--- config.mk ---
export PLATFORM = sky130hd
export DESIGN_NAME = cla4_seq_adder
export DESIGN_NICKNAME = d
export VERILOG_FILES = /design/src/rtl/cla4_seq_adder_d_cla4.sv /design/src/rtl/cla4_seq_adder.sv
export SDC_FILE = /design/constraint.sdc
export NUM_CORES = 1
export LEC_CHECK = 0
export CAP_MARGIN = 20
export CORE_ASPECT_RATIO = 0.75
export CORE_MARGIN = 2
export CORE_UTILIZATION = 30
export CTS_BUF_LIST = sky130_fd_sc_hd__clkbuf_8 sky130_fd_sc_hd__clkbuf_16
export DETAILED_ROUTE_END_ITERATION = 8
export PLACE_DENSITY_LB_ADDON = 0.08
export REMOVE_ABC_BUFFERS = 1
export SLEW_MARGIN = 20
export SYNTH_ARGS = -nofsm -noshare
export SYNTH_HDL_FRONTEND = slang
export SYNTH_SLANG_ARGS = --single-unit
export TNS_END_PERCENT = 5
--- constraint.sdc ---
create_clock -name clk -period 3.1 [get_ports clk]
set_clock_uncertainty 0.05 [all_clocks]
set_input_delay 0.62 -clock clk [delete_from_list [all_inputs] [get_ports clk]]
set_output_delay 0.62 -clock clk [all_outputs]
set_load 0.01 [all_outputs]
--- src/rtl/cla4_seq_adder_d_cla4.sv ---
`default_nettype none
// ============================================================================
//  Module      : d_cla4
//  Description : Dataflow 4-bit carry-look-ahead adder slice. All carries are
//                formed directly from generate/propagate terms and carry-in.
//  Revision    : 1.0 - initial release
// ============================================================================
module d_cla4 (
    input  logic [3:0] a,
    input  logic [3:0] b,
    input  logic       cin,
    output logic [3:0] sum,
    output logic       cout
);

    logic [3:0] w_g;
    logic [3:0] w_p;
    logic [4:1] w_c;

    assign w_g = a & b;
    assign w_p = a ^ b;

    // Every carry is a flat sum-of-products, so none of them ripples
    assign w_c[1] = w_g[0] | (w_p[0] & cin);
    assign w_c[2] = w_g[1] | (w_p[1] & w_g[0]) | (w_p[1] & w_p[0] & cin);
    assign w_c[3] = w_g[2] | (w_p[2] & w_g[1]) | (w_p[2] & w_p[1] & w_g[0])
                  | (w_p[2] & w_p[1] & w_p[0] & cin);
    assign w_c[4] = w_g[3] | (w_p[3] & w_g[2]) | (w_p[3] & w_p[2] & w_g[1])
                  | (w_p[3] & w_p[2] & w_p[1] & w_g[0])
                  | (w_p[3] & w_p[2] & w_p[1] & w_p[0] & cin);

    assign sum  = w_p ^ {w_c[3:1], cin};
    assign cout = w_c[4];

endmodule
`default_nettype wire

--- src/rtl/cla4_seq_adder.sv ---
`default_nettype none
// ============================================================================
//  Module      : cla4_seq_adder
//  Description : Multi-cycle WIDTH-bit adder. One 4-bit CLA slice is reused
//                for every nibble, least significant first, with the carry
//                held in a register between cycles. Valid/ready on both sides.
//  Revision    : 1.0 - initial release
// ============================================================================
module cla4_seq_adder #(
    parameter int WIDTH = 16
) (
    input  logic             clk,
    input  logic             rst,
    input  logic             in_valid,
    output logic             in_ready,
    input  logic [WIDTH-1:0] a,
    input  logic [WIDTH-1:0] b,
    input  logic             cin,
    output logic             out_valid,
    input  logic             out_ready,
    output logic [WIDTH-1:0] sum,
    output logic             cout,
    output logic             ovf,
    output logic             busy
);

    localparam int NIB  = WIDTH / 4;
    localparam int IDXW = (NIB > 1) ? $clog2(NIB) : 1;

    localparam logic [1:0] S_IDLE = 2'd0;
    localparam logic [1:0] S_RUN  = 2'd1;
    localparam logic [1:0] S_DONE = 2'd2;

    generate
        if ((WIDTH % 4) != 0 || WIDTH < 4) begin : g_width_check
            $error("cla4_seq_adder: WIDTH must be a multiple of 4 and >= 4");
        end
    endgenerate

    logic [1:0]       r_state;
    logic [1:0]       w_state_nxt;
    logic [IDXW-1:0]  r_idx;
    logic             r_carry;
    logic [WIDTH-1:0] r_a;
    logic [WIDTH-1:0] r_b;
    logic [WIDTH-1:0] r_sum;
    logic             r_cout;
    logic             r_ovf;

    logic [3:0]       w_a_nib;
    logic [3:0]       w_b_nib;
    logic [3:0]       w_slice_sum;
    logic             w_slice_cout;
    logic             w_accept;
    logic             w_last;

    // A completing result in DONE frees the operand registers on the same edge
    assign in_ready  = ((r_state == S_IDLE) || ((r_state == S_DONE) && out_ready)) && !rst;
    assign w_accept  = in_valid && in_ready;
    assign w_last    = (r_idx == IDXW'(NIB - 1));
    assign out_valid = (r_state == S_DONE);
    assign busy      = (r_state == S_RUN);
    assign sum       = r_sum;
    assign cout      = r_cout;
    assign ovf       = r_ovf;

    // Select the current nibble of each latched operand for the shared slice
    always_comb begin
        w_a_nib = 4'd0;
        w_b_nib = 4'd0;
        for (int n = 0; n < NIB; n++) begin
            if (r_idx == IDXW'(n)) begin
                w_a_nib = r_a[4*n +: 4];
                w_b_nib = r_b[4*n +: 4];
            end
        end
    end

    d_cla4 u_slice (
        .a    (w_a_nib),
        .b    (w_b_nib),
        .cin  (r_carry),
        .sum  (w_slice_sum),
        .cout (w_slice_cout)
    );

    // Next-state decode for IDLE -> RUN -> DONE -> (RUN | IDLE)
    always_comb begin
        w_state_nxt = r_state;
        case (r_state)
            S_IDLE: if (w_accept) w_state_nxt = S_RUN;
            S_RUN:  if (w_last)   w_state_nxt = S_DONE;
            S_DONE: begin
                if (w_accept)       w_state_nxt = S_RUN;
                else if (out_ready) w_state_nxt = S_IDLE;
            end
            default: w_state_nxt = S_IDLE;
        endcase
    end

    // State register
    always_ff @(posedge clk) begin
        if (rst) r_state <= S_IDLE;
        else     r_state <= w_state_nxt;
    end

    // Operand capture, per-nibble write-back and final flag generation
    always_ff @(posedge clk) begin
        if (rst) begin
            r_idx   <= '0;
            r_carry <= 1'b0;
            r_a     <= '0;
            r_b     <= '0;
            r_sum   <= '0;
            r_cout  <= 1'b0;
            r_ovf   <= 1'b0;
        end else if (w_accept) begin
            r_a     <= a;
            r_b     <= b;
            r_carry <= cin;
            r_idx   <= '0;
        end else if (r_state == S_RUN) begin
            for (int n = 0; n < NIB; n++) begin
                if (r_idx == IDXW'(n)) r_sum[4*n +: 4] <= w_slice_sum;
            end
            r_carry <= w_slice_cout;
            if (w_last) begin
                // Parking idx at zero keeps it inside 0..NIB-1 for any NIB
                r_idx  <= '0;
                r_cout <= w_slice_cout;
                r_ovf  <= (r_a[WIDTH-1] == r_b[WIDTH-1]) && (w_slice_sum[3] != r_a[WIDTH-1]);
            end else begin
                r_idx  <= r_idx + 1'b1;
            end
        end
    end

endmodule
`default_nettype wire

Word level (Yosys, flattened, before mapping)
Cells that the tools add are included.

storage, ports and cells
  flip-flop bits (word level) = 55
  input bits = 37
  output and inout port bits = 21
  word-level logic and storage cells = 83

operators by class
  add/sub/neg operators = 1
  eq/ne operators = 10
  multiplexer cells = 16
  bitwise operators = 30
  reduce and logical (&&, ||, !) cells = 15

operators by type and width
  operator                                                                  number
  4-bit 2-to-1 mux                                                          8
  1-bit bitwise AND                                                         16
  3-bit AND reduction                                                       5
  2-bit 2-to-1 mux                                                          5
  1-bit bitwise OR                                                          10
  4-bit XOR                                                                 2
  2-bit equality test (second input constant)                               3
  2-bit case mux with 3 select lines                                        1
  4-bit bitwise AND                                                         1
  2-bit by 1-bit equality test with 1-bit output (second input constant)    2
  1-bit logical AND                                                         4
  2-bit zero test                                                           2
  3-bit by 1-bit inequality test with 1-bit output (second input constant)  1
  2-bit by 1-bit adder with 2-bit output (second input constant)            1
  1-bit 2-to-1 mux                                                          2
  2-bit by 1-bit inequality test with 1-bit output (second input constant)  1
  2-bit inequality test (second input constant)                             1
  2-bit nonzero test                                                        1
  2-bit OR reduction                                                        1
  1-bit equality test                                                       1
  1-bit zero test                                                           1
  1-bit logical OR                                                          1
  1-bit inequality test                                                     1
  1-bit NOT                                                                 1

Longest topological paths before layout
  depth in word-level cells = 13
  depth in mapped cells = 13
  gate-level depth less buffers = 12

Hierarchy
From an unflattened synthesis, not the netlist that was laid out.

second synthesis, totals
  cell total of the unflattened synthesis = 314
  area, all modules = 2606.2 µm²

modules (own cells, without submodules)
  module          instances  cells each  area each (µm²)  sequential area each (µm²)
  cla4_seq_adder  1          297         2458.6           1101.1
  d_cla4          1          17          147.6            0.0

Worst setup path after synthesis
OpenSTA, ideal clock, no wires.

  kind = reg2reg
  from = register r_idx[0]
  to = register r_ovf, in the netlist ovf
  library setup time = 0.088 ns
  data arrival time = 2.664 ns
  data required time = 2.962 ns
  path slack = 0.298 ns
  stages on the path, launching flop included = 13
  path buffers = 2
  clock period less this slack = 2.802 ns
  cell sequence = dfxtp_1 > inv_1 > ha_1 > clkbuf_1 > buf_1 > a21oi_1 > o21ai_0 > ha_1 > a211oi_2 > o21ba_2 > xnor2_2 > nand3b_1 > a311oi_2

between the ends
  longest elaborated chain between the ends = 13
  elaborated cells on any way between the ends = 26
  classes of those cells = eq/ne: 4; mux: 8; bitwise: 11; reduce/logical: 3

RTL lines
  element                                                       RTL line                                                  text
  start, declared                                               cla4_seq_adder.sv:42                                      logic [IDXW-1:0] r_idx;
  start signal, assigned                                        cla4_seq_adder.sv:133                                     r_idx <= r_idx + 1'b1;
  2-bit zero test                                               cla4_seq_adder.sv:72                                      if (r_idx == IDXW'(n)) begin
  4-bit 2-to-1 mux (4 in series)                                cla4_seq_adder.sv:72
  4-bit XOR / 4-bit bitwise AND (equally long branches)         cla4_seq_adder_d_cla4.sv:21, cla4_seq_adder_d_cla4.sv:20
  1-bit bitwise AND (on tied branches)                          cla4_seq_adder_d_cla4.sv:26, cla4_seq_adder_d_cla4.sv:27
  1-bit bitwise OR, or another cell as far along                cla4_seq_adder_d_cla4.sv:26                               assign w_c[3] = w_g[2] | (w_p[2] & w_g[1]) | (w_p[2] & w_p[1] & w_g[0])
  1-bit bitwise OR / 1-bit bitwise AND (equally long branches)  cla4_seq_adder_d_cla4.sv:26, cla4_seq_adder_d_cla4.sv:27
  1-bit bitwise OR                                              cla4_seq_adder_d_cla4.sv:27                               | (w_p[2] & w_p[1] & w_p[0] & cin);
  4-bit XOR                                                     cla4_seq_adder_d_cla4.sv:32                               assign sum = w_p ^ {w_c[3:1], cin};
  1-bit inequality test                                         cla4_seq_adder.sv:131                                     r_ovf <= (r_a[WIDTH-1] == r_b[WIDTH-1]) && (w_slice_sum[3] != r_a[WIDTH-1]);
  1-bit logical AND                                             cla4_seq_adder.sv:131
  end signal, assigned                                          cla4_seq_adder.sv:131
  end, declared                                                 cla4_seq_adder.sv:48                                      logic r_ovf;

Parallel ways exist; a longest one is shown, timed or not.
A chain may end at the register's enable or synchronous reset.

Worst setup path after layout
  from = register r_idx[1]
  to = register r_ovf, in the netlist ovf

The elaborated chain is that of the path after synthesis.

==> reports/metrics.yaml <==
cts:
  htreeDepth: 2
  clock_latency_ps: 280
  clk_pin_slew_ps: 60
  cts_tree: "yes"
  cts_buffer_depth: 2
  clockRootBuffer: "clkbuf_16"
  post_cts_buffers: 0
  cts.sinks: 55
  cts-buffers-inserted: 5
global_route:
  grt_max_degree: 57
  gr-usage-all-layers: 0.130
  grt_pass1_wl_um: 10000
  grt.overflow.total: 0
  antenna_found_initial: 0
  grt_pass1_vias: 2061
timing:
  worst_slew_pin_slew_ps: 557
  rsz0062_at_grt: "false"
  fin_tns_setup_ps: 0
  maxSlewHeadroom: 0.629
  setup_viol: 0
  fin_ws_ps: 332
  fin_hold_ws_ps: 410
  hold_viol: 0
  final_max_slew_viol_count: 0
  min_period_ps: 2770
  max_freq_mhz: 361
  finalCritPeriodShare: 0.893
synth:
  synth-compound-area-share: 0.189
  synth_flop_cell: "dfxtp_1"
  synthArstFlopShare: 0
  synth_edf_count: 0
  synth.distinct_cells: 32
  syn-cell-area_um2: 2550
  synth-seq-cells: 55
  synth_top_family_by_area: "simple AND/OR/NAND/NOR gates"
  synth_simple_gate_area_frac: 0.263
  synthAdderAreaFrac: 0.0471
  synthXorXnorAreaFrac: 0.00981
  muxShareOfSynthArea: 0.00442
  synth.avg_cell_area_um2: 8.02
  ys.warnings.count: 0
  synth_seq_area_share: 0.432
  netlist_instances: 318
power_and_ir_drop:
  internal_power_w: 0.00117
  power.share.clock: 0.333
  combPwrFrac: 0.169
  swShare: 0.246
  power_frac_seq: 0.499
  p_switching_w: 0.000381
  power.leakage_nw: 1.16
  power.density_nw_per_um2: 465
  vdd_drop_max_mv: 0.234
worst_setup_path:
  cp_max_fo: 16
  slowest_stage: "dfxtp_1"
  worstPathRequired_ps: 3240
  max_stage_delay_ps: 360
  critPathKind: "flop to flop"
  critPathTopFamily: "compound AO/OA/AOI/OAI gates"
  crit_arrival_ps: 2910
  path_buf_inv: 1
  crit_top_cell: "a21oi_1"
  end_kind: "flop"
  crit_chain: "inv_1, ha_2, nand3b_1, a21oi_1, a21oi_1, o21ai_1, ha_1, a211oi_2, o21ba_2, xnor2_2, nand2_1, a311oi_2"
  start_kind: "flop"
route:
  drc: 0
  routedWlPerCell_um: 12.6
  firstDrtPassIters: 4
  viasPerCell: 4.57
  totalWireLength_um: 5980
  final_antenna_net_count: 0
  drt_iter0_markers: 107
  vias: 2168
finish:
  final_cell_mix: "65 x nand2_1, 57 x clkdlybuf4s50_1, 55 x dfxtp_1"
  finalCoreUtilization: 0.400
  layout-drive-gt1-share: 0.0601
  layout_commonest_cell: "nand2_1"
  diodes: 0
  multi_input_area_um2: 1320
  n_fill_cell: 914
  syn_to_final_growth_pct: 30.8
  final_area_um2: 3330
  nNetsFinal: 413
  seq_area_um2: 1100
placement:
  placed_area_um2: 3200
  dp_hpwl_um: 4200
  pre_cts_slack_ps: 91.9
  finalWeightedCongestion: 0.758
  portBuffers: 57
flow_run:
  maxCapViolations: 0
outcome:
  status: "finished, final reports clean"
floorplanning:
  die_w_um: 110
  fp-row-count: 29
  dieArea_um2: 9260
  core_um2: 8350
  io_pins: 58
  start_util: 0.306
  die_h_um: 83.8
hold_path:
  min_path_type: "flop to flop"
## cells in the mapped netlist, types with 2 or more instances
master     n  share of area
dfxtp_1   55           0.43
nand3b_1  13          0.038
nor3_1     2         0.0039
nand2_1   65          0.096
nand2b_1  33          0.081
clkbuf_1   9          0.013
o21ai_0   46          0.090
nand3_1    6          0.012
ha_1       8          0.039
nor2_1    13          0.019
a21oi_1   31          0.061
buf_2      6          0.012
clkbuf_2   2         0.0039
inv_1      5         0.0074
a211oi_1   3         0.0088
buf_6      4          0.018
nor2b_1    2         0.0049
## metal layers
| layer | vias up | global-route usage | wire, µm | part of all wire |
|---|---|---|---|---|
| met5 | - | 0 | 0 | 0 |
| met4 | 0 | 0.0136 | 17 | 0.0028 |
| met3 | 2 | 0.0312 | 238 | 0.040 |
| met2 | 39 | 0.194 | 2400 | 0.40 |
| met1 | 970 | 0.197 | 3320 | 0.55 |
| li1 | 1157 | - | - | - |
## worst paths after layout
kind,endpoint,cells after the start,slack [ps],start
worst max-delay path,ovf,12,330,r_idx[1]
worst min-delay path,sum[15],2,410,sum[15]
worst max register to register,ovf,12,330,r_idx[1]
worst min register to register,sum[15],2,410,sum[15]
## layout make-up
cell class,instances,share of cell area
clock buffer,5,0.0375
sequential,55,0.330
inverter,5,0.00563
clock inverter,1,0.00113
multi-input combinational,236,0.394
timing repair buffer,64,0.191
tap,108,0.0405
## worst min-delay path, cell delays in order, from the launching register on
cell and delay (ps):
dfxtp_1 310, nand2_1 50, a21oi_1 50
## kinds of logic (layout without fill, tap and decap cells)
| logic type | Yosys count | count (layout) |
|---|---|---|
| simple gates | 137 | 137 |
| flops | 55 | 55 |
| buf+inv | 27 | 75 |
| fa+ha+maj | 9 | 9 |
| xor+xnor | 2 | 2 |
| mux | 1 | 1 |
| compound gates | 87 | 87 |
## power groups by stage
stage | Clock, W | Combinational (W) | Sequential, W
4_1_cts | 0.000537 | 0.000265 | 0.000774
3_5_place_dp | 0 | 0.000263 | 0.000790
6_report | 0.000516 | 0.000262 | 0.000774
3_3_place_gp | 0 | 0.000262 | 0.000791
2_1_floorplan | 0 | 0.000137 | 0.000784
5_1_grt | 0.000560 | 0.000295 | 0.000779
## flip-flops by register name (all words and copies together) (netlist names)
name and count:
r_state 2, ovf 1, r_idx 2, r_carry 1
sum 16, r_a 16, cout 1, r_b 16
## stage by stage
step                      instances  power (W)
after floorplan                 296   0.000921
after global placement          468    0.00105
after detailed placement        468    0.00105
after CTS                       474    0.00158
after global routing            474    0.00163
final                           474    0.00155
## timing repair
item / in CTS / in global routing
gates resized for setup: 0 / 5
endpoints found under the setup margin: 0 / 11
hold buffers: 0 / 0
(Power assumes the default switching activity.)
